[src/rtl/mult_div_if.sv]
// mult_div_if: request/result bus between a requester (master) and mult_div (slave)
interface mult_div_if;
    logic        start;
    logic [1:0]  op;
    logic [31:0] a;
    logic [31:0] b;
    logic        busy;
    logic        done;
    logic [31:0] hi;
    logic [31:0] lo;
    modport master (output start, op, a, b, input busy, done, hi, lo);
    modport slave  (input start, op, a, b, output busy, done, hi, lo);
endinterface

[src/rtl/mult_div.sv]
// mult_div: 32-cycle iterative MULTU/MULT/DIVU/DIV unit; define MULT_DIV_DIVIDE_EN to build the divider
module mult_div (
    input  logic      clk,
    input  logic      rst,
    mult_div_if.slave bus
);
    typedef enum logic [1:0] {IDLE, RUN, DONE} state_t;
    state_t      r_state;
    logic [1:0]  r_op;
    logic        r_sa;
    logic        r_sb;
    logic [31:0] r_m;
    logic [31:0] r_p;
    logic [31:0] r_q;
    logic [4:0]  r_cnt;
    logic [31:0] w_ma;
    logic [31:0] w_mb;
    logic [32:0] w_sum;
    logic [31:0] w_div_p;
    logic [31:0] w_div_q;
    logic [31:0] w_nxt_p;
    logic [31:0] w_nxt_q;
    logic        w_neg;
    logic [63:0] w_mres;
    logic [31:0] w_hi;
    logic [31:0] w_lo;
`ifdef MULT_DIV_DIVIDE_EN
    logic [32:0] w_rs;
    logic        w_ge;
`endif
    // Operand magnitudes; the signs are kept aside and applied when the result is loaded
    always_comb begin
        w_ma = (bus.op[0] && bus.a[31]) ? -bus.a : bus.a;
        w_mb = (bus.op[0] && bus.b[31]) ? -bus.b : bus.b;
    end
    // One iteration: shift-add on {r_p,r_q} for multiply, restoring shift-subtract for divide
    always_comb begin
        w_sum = {1'b0, r_p} + (r_q[0] ? {1'b0, r_m} : 33'd0);
`ifdef MULT_DIV_DIVIDE_EN
        w_rs    = {r_p, r_q[31]};
        w_ge    = w_rs >= {1'b0, r_m};
        w_div_p = w_ge ? w_rs[31:0] - r_m : w_rs[31:0];
        w_div_q = {r_q[30:0], w_ge};
`else
        w_div_p = '0;
        w_div_q = '0;
`endif
        w_nxt_p = r_op[1] ? w_div_p : w_sum[32:1];
        w_nxt_q = r_op[1] ? w_div_q : {w_sum[0], r_q[31:1]};
    end
    // Sign fix-up of the final iteration's output; a zero divisor forces an all-ones quotient
    always_comb begin
        w_neg  = r_op[0] && (r_sa ^ r_sb);
        w_mres = w_neg ? -{w_nxt_p, w_nxt_q} : {w_nxt_p, w_nxt_q};
`ifdef MULT_DIV_DIVIDE_EN
        w_hi = !r_op[1] ? w_mres[63:32] : (r_op[0] && r_sa) ? -w_nxt_p : w_nxt_p;
        w_lo = !r_op[1] ? w_mres[31:0] : (r_m == '0) ? '1 : w_neg ? -w_nxt_q : w_nxt_q;
`else
        w_hi = r_op[1] ? '0 : w_mres[63:32];
        w_lo = r_op[1] ? '0 : w_mres[31:0];
`endif
    end
    // Control FSM with registered busy/done/hi/lo
    always_ff @(posedge clk or posedge rst) begin
        if (rst) begin
            r_state  <= IDLE;
            r_op     <= '0;
            r_sa     <= 1'b0;
            r_sb     <= 1'b0;
            r_m      <= '0;
            r_p      <= '0;
            r_q      <= '0;
            r_cnt    <= '0;
            bus.busy <= 1'b0;
            bus.done <= 1'b0;
            bus.hi   <= '0;
            bus.lo   <= '0;
        end else begin
            case (r_state)
                IDLE: begin
                    bus.done <= 1'b0;
                    if (bus.start) begin
                        r_op     <= bus.op;
                        r_sa     <= bus.a[31];
                        r_sb     <= bus.b[31];
                        r_m      <= w_mb;
                        r_q      <= w_ma;
                        r_p      <= '0;
                        r_cnt    <= '0;
                        bus.busy <= 1'b1;
                        r_state  <= RUN;
                    end
                end
                RUN: begin
                    r_p   <= w_nxt_p;
                    r_q   <= w_nxt_q;
                    r_cnt <= r_cnt + 5'd1;
                    if (r_cnt == 5'd31) begin
                        bus.hi   <= w_hi;
                        bus.lo   <= w_lo;
                        bus.done <= 1'b1;
                        bus.busy <= 1'b0;
                        r_state  <= DONE;
                    end
                end
                DONE: begin
                    bus.done <= 1'b0;
                    r_state  <= IDLE;
                end
                default: r_state <= IDLE;
            endcase
        end
    end
endmodule

[src/flat_wrapper.sv]
// flat-port wrapper written by rule: the top's interface ports become plain ports
module mult_div_flat 
  (clk, rst, bus_start, bus_op, bus_a, bus_b, bus_busy, bus_done, bus_hi, bus_lo);
  mult_div_if bus_i ();
  input  logic clk;
  input  logic rst;
  input wire logic [$bits(bus_i.start)-1:0] bus_start;
  input wire logic [$bits(bus_i.op)-1:0] bus_op;
  input wire logic [$bits(bus_i.a)-1:0] bus_a;
  input wire logic [$bits(bus_i.b)-1:0] bus_b;
  output wire logic [$bits(bus_i.busy)-1:0] bus_busy;
  output wire logic [$bits(bus_i.done)-1:0] bus_done;
  output wire logic [$bits(bus_i.hi)-1:0] bus_hi;
  output wire logic [$bits(bus_i.lo)-1:0] bus_lo;
  assign bus_i.start = bus_start;
  assign bus_i.op = bus_op;
  assign bus_i.a = bus_a;
  assign bus_i.b = bus_b;
  assign bus_busy = bus_i.busy;
  assign bus_done = bus_i.done;
  assign bus_hi = bus_i.hi;
  assign bus_lo = bus_i.lo;
  mult_div u_core (.clk(clk), .rst(rst), .bus(bus_i));
endmodule
[config.mk]
export PLATFORM = sky130hd
export DESIGN_NAME = mult_div_flat
export DESIGN_NICKNAME = d
export VERILOG_FILES = /design/src/rtl/mult_div_if.sv /design/src/rtl/mult_div.sv /design/src/flat_wrapper.sv
export SDC_FILE = /design/constraint.sdc
export NUM_CORES = 1
export LEC_CHECK = 0
export BUFFER_PORTS_ARGS = -buffer_cell sky130_fd_sc_hd__buf_2
export CAP_MARGIN = 25
export CORE_ASPECT_RATIO = 2
export CORE_MARGIN = 4
export CORE_UTILIZATION = 48
export CTS_CLUSTER_DIAMETER = 120
export CTS_CLUSTER_SIZE = 30
export DETAILED_ROUTE_END_ITERATION = 10
export PLACE_DENSITY_LB_ADDON = 0.05
export SLEW_MARGIN = 15
export SYNTH_ARGS = -nofsm -noshare
export SYNTH_HDL_FRONTEND = slang
export SYNTH_SLANG_ARGS = --single-unit
export TNS_END_PERCENT = 30
[constraint.sdc]
create_clock -name clk -period 14.8 [get_ports clk]
set_input_delay 1.48 -clock clk [delete_from_list [all_inputs] [get_ports clk]]
set_output_delay 1.48 -clock clk [all_outputs]
set_load 0.05 [all_outputs]
==> summary.md <==
| Metric | Value |
|---|---|
| P&R area growth vs syn | 11.7% |
| Antenna violations before repair | 0 |
| Antenna Nets Post-Route | 0 |
| Critical path type | reg -> reg |
| Post-CTS Setup Inserts | 0 |
| Layer carrying the most global-route usage | met2 |
| Syn nets | around 1,600 |
| Antenna diodes | 0 |
| CP max stage cell | dfrtp_1 |
| Final WL | 41,500 um |
| Most common library cell in the layout ignoring fill and taps | nand2_1 |
| Setup violations, final | 0 |
| Initial Util | 48.8% |
| Asr flop ratio synth | between 90% and 100% |
| Reg2Reg Depth | 12 |
| H-tree depth | 4 |
| Status | finished clean |
| Post-Synth Simple-Gate Area | roughly 23% |
| Capturing point of the worst reg2reg path | u_core.bus.hi[30] |
| Clk_lat worst skew | around 0.45 ns |
| Setup_tns | 0 ns |
| DP HPWL | 32,000 um |
| Min-delay src | u_core.bus.hi[14] |
| Row Count | 81 |
| Power Dens Cells | 181 nW/um^2 |
| Met2 usage | roughly 58% |
| Worst Max-Slew Pin Slew | between 0.9 and 1 ns |
| CTS sink cnt | around 170 |
| Met1 GRT Util | a little over a quarter |
| Fin Clk Skew | 0.00899 ns |
| DR pass1 iterations | 5 |
| Root Driver | clkbuf_16 |
| Synth Area in Compound Gates | 23.2% |
| Syn_area_per_cell | 8.04 um^2 |
| Max Cap Viol | 0 |
| EDFF count, synth | 0 |
| Static Leak | 0.00592 uW |
| GRT Resource Usage Total | approximately 30% |
| GRT overflow | 0 |
| IO buf count | 134 |
| Most frequent cells in the layout | nand2_1, o21ai_0, dfrtp_1 |
| Synth cell types | 84 |
| Final count of hold timing violations | 0 |
| Worst hold endpoint | u_core.bus.hi[14] |
| Startpoint Class | register |
| Post-DR vias/cell | about 5.9 |
| Fill cells | 2,436 |
| Worst-path clk slew | about 0.070 ns |
| R2R setup slack | ~10 ns |
| Largest family of logic cells by synthesized area | compound AO/OA/AOI/OAI gates |
| Largest net degree at the start of global routing | 90 |
| Residual DRC | 0 |
| Post-Syn Instances | 1,487 |
| Final slew viol count | 0 |
| Placed cell count | approximately 1,900 |
| Post-Syn Area | approximately 12,000 um^2 |
| VDD IR max | about 0.11 mV |
| Vias in the first global route | 11,500 |
| Post-CTS Hold Buffers | 0 |
| Die height | approximately 230 um |
| Seq/Total Area, Yosys | a little over a third |
| Final nets | between 1,500 and 2,000 |
| Fin crit period | about 4.6 ns |
| CTS tree | done |
| Cell Count, Final, Fillers Out | approximately 1,900 |
| Die Width | around 120 um |
| Die area | ~28,000 um^2 |
| Min-delay worst type | reg -> reg |
| Max_slew headroom | between 30 and 40% |
| Synth Flop Type | dfrtp_1 |
| Period utilisation layout | a little under a third |
| Worst path arrival time | roughly 5 ns |
| M3 GR Usage | under 10% |
| First-pass GRT wire length | 63,600 um |
| RSZ-0062 raised after global routing | false |
| CTS buffer count | 17 |
| CTS Buffer Depth | 2 |
| Share of post-route cells with drive strength above 1 | between 10 and 15% |
| Worst r2r src | u_core.r_q[0] |
| CORE AREA | ~25,000 um^2 |
| Worst-path fanout max | 33 |
| CP endpoint kind | register |
| DR WL/cell | 21.8 um |
| Initial DRC Count | between 600 and 700 |
| WHS Path Cells | 2 |
| I/O pin count | between 100 and 150 |
| XOR/XNOR Fraction of Synth Area | under 10% |
| # resized after CTS | 0 |
| Adder-cell area share of the yosys netlist | 4.04% |
| Total power | ~2400 uW |
| Multi-input gate area | roughly 7200 um^2 |
| Synthesis Warnings | 0 |
| Yosys reg bits | approximately 170 |
| CP max stage delay | 0.89 ns |
| GP Congestion | approximately 0.98 |
| Area occupied by registers | between 4000 and 5000 um^2 |
| Max frequency | 217 MHz |
| Post-synthesis mux area share | between 1 and 1.5% |
| Routed vias | about 11,000 |
| CP required | ~15 ns |
| Crit-path cells | and2_1 > ha_1 > a21oi_1 > o211ai_2 > a21boi_2 > o21ba_1 > mux2i_1 > and4_2 > and4b_2 > nand2_1 > or4_1 > nand3_1 |
==> worst max path at each step <==
stage | slack (ns) | to | cells past startpoint | from
final | 10.20 | u_core.bus.hi[30] | 12 | u_core.r_q[0]
after global routing | 9.82 | u_core.bus.hi[30] | 14 | u_core.r_q[0]
after CTS | 10.21 | u_core.bus.hi[30] | 14 | u_core.r_q[0]
after detailed placement | 10.22 | u_core.bus.hi[30] | 14 | u_core.r_q[0]
after global placement | 10.29 | u_core.bus.hi[30] | 14 | u_core.r_q[0]
after floorplan | 8.63 | u_core.bus.busy | 1 | rst
==> critical path: cells and delay by family (launching register included) <==
kind / cells / cell delay (ns)
adders and majority gates: 1 / 0.32
and+or+nand+nor: 6 / 1.62
muxes: 1 / 0.61
DFF: 1 / 0.89
AOI/OAI and AO/OA: 4 / 1.10
==> where the power goes <==
group | leakage [uW] | total (uW) | internal, uW | switching, uW
clock network | 0.000262 | 441 | 249 | 192
registers | 0.00232 | 777 | 598 | 179
logic | 0.00333 | 1210 | 419 | 789
==> per-stage QoR <==
step	hold slack, ns	utilization, %	worst slack, ns	instance area [um^2]
after floorplan	0.442	-	8.63	12000
after global placement	0.460	52.1	10.29	12800
after detailed placement	0.462	52.1	10.22	12800
after CTS	0.477	54.4	10.21	13300
after global routing	0.495	54.5	9.82	13400
final	0.472	54.5	10.20	13400
==> flip-flops by register name (all words and copies together), names as in the netlist <==
name	flops
u_core.r_m	32
u_core.bus.done	1
u_core.r_cnt	5
u_core.r_p	32
u_core.r_sb	1
u_core.r_sa	1
u_core.bus.hi	32
u_core.r_q	32
u_core.bus.busy	1
u_core.r_state	2
u_core.r_op	2
u_core.bus.lo	32
==> layout make-up <==
type	instances	share of cell area (%)
Multi-Input combinational cell	1202	53.7
Sequential cell	173	32.4
Tap cell	332	3.11
Timing Repair Buffer	148	5.90
Clock buffer	18	3.29
Clock inverter	11	0.908
Inverter	22	0.655
==> cells by family after synthesis <==
kind of cell	Yosys count
fa+ha+maj	38
compound gates	452
simple gates	579
flops	173
xor+xnor	119
mux	14
buf+inv	112
==> metal layers <==
| metal | up-vias | wire [um] |
|---|---|---|
| met5 | - | 0 |
| met4 | 0 | 4180 |
| met3 | 167 | 1130 |
| met2 | 333 | 23200 |
| met1 | 5385 | 13100 |
| li1 | 5422 | - |
==> synth_stat cells (6+ instances only) <==
master | instances | share of area (%)
clkbuf_1 | 73 | 2.3
buf_2 | 6 | 0.25
a22o_1 | 10 | 0.73
a31oi_1 | 40 | 2.1
xnor2_1 | 55 | 4.0
mux2i_1 | 13 | 1.1
a21oi_1 | 86 | 3.6
or4_1 | 6 | 0.38
o21a_1 | 12 | 0.75
nand2b_1 | 7 | 0.37
nand3_1 | 14 | 0.59
o211ai_1 | 9 | 0.56
nor3_1 | 30 | 1.3
ha_1 | 37 | 3.9
a211oi_1 | 6 | 0.38
o21ai_0 | 201 | 8.4
o41ai_1 | 8 | 0.59
dfrtp_1 | 173 | 36
o31ai_1 | 10 | 0.63
buf_4 | 6 | 0.38
nand4_1 | 14 | 0.73
nor2_1 | 137 | 4.3
inv_1 | 21 | 0.66
xor2_1 | 64 | 4.7
nand2_1 | 241 | 7.6
nor2b_1 | 18 | 0.94
or3_1 | 16 | 0.84
and3_1 | 9 | 0.47
nor3b_1 | 6 | 0.38
and2_1 | 39 | 2.0
nor4_1 | 17 | 0.89
No activity file was read; power rests on OpenSTA's default activity.
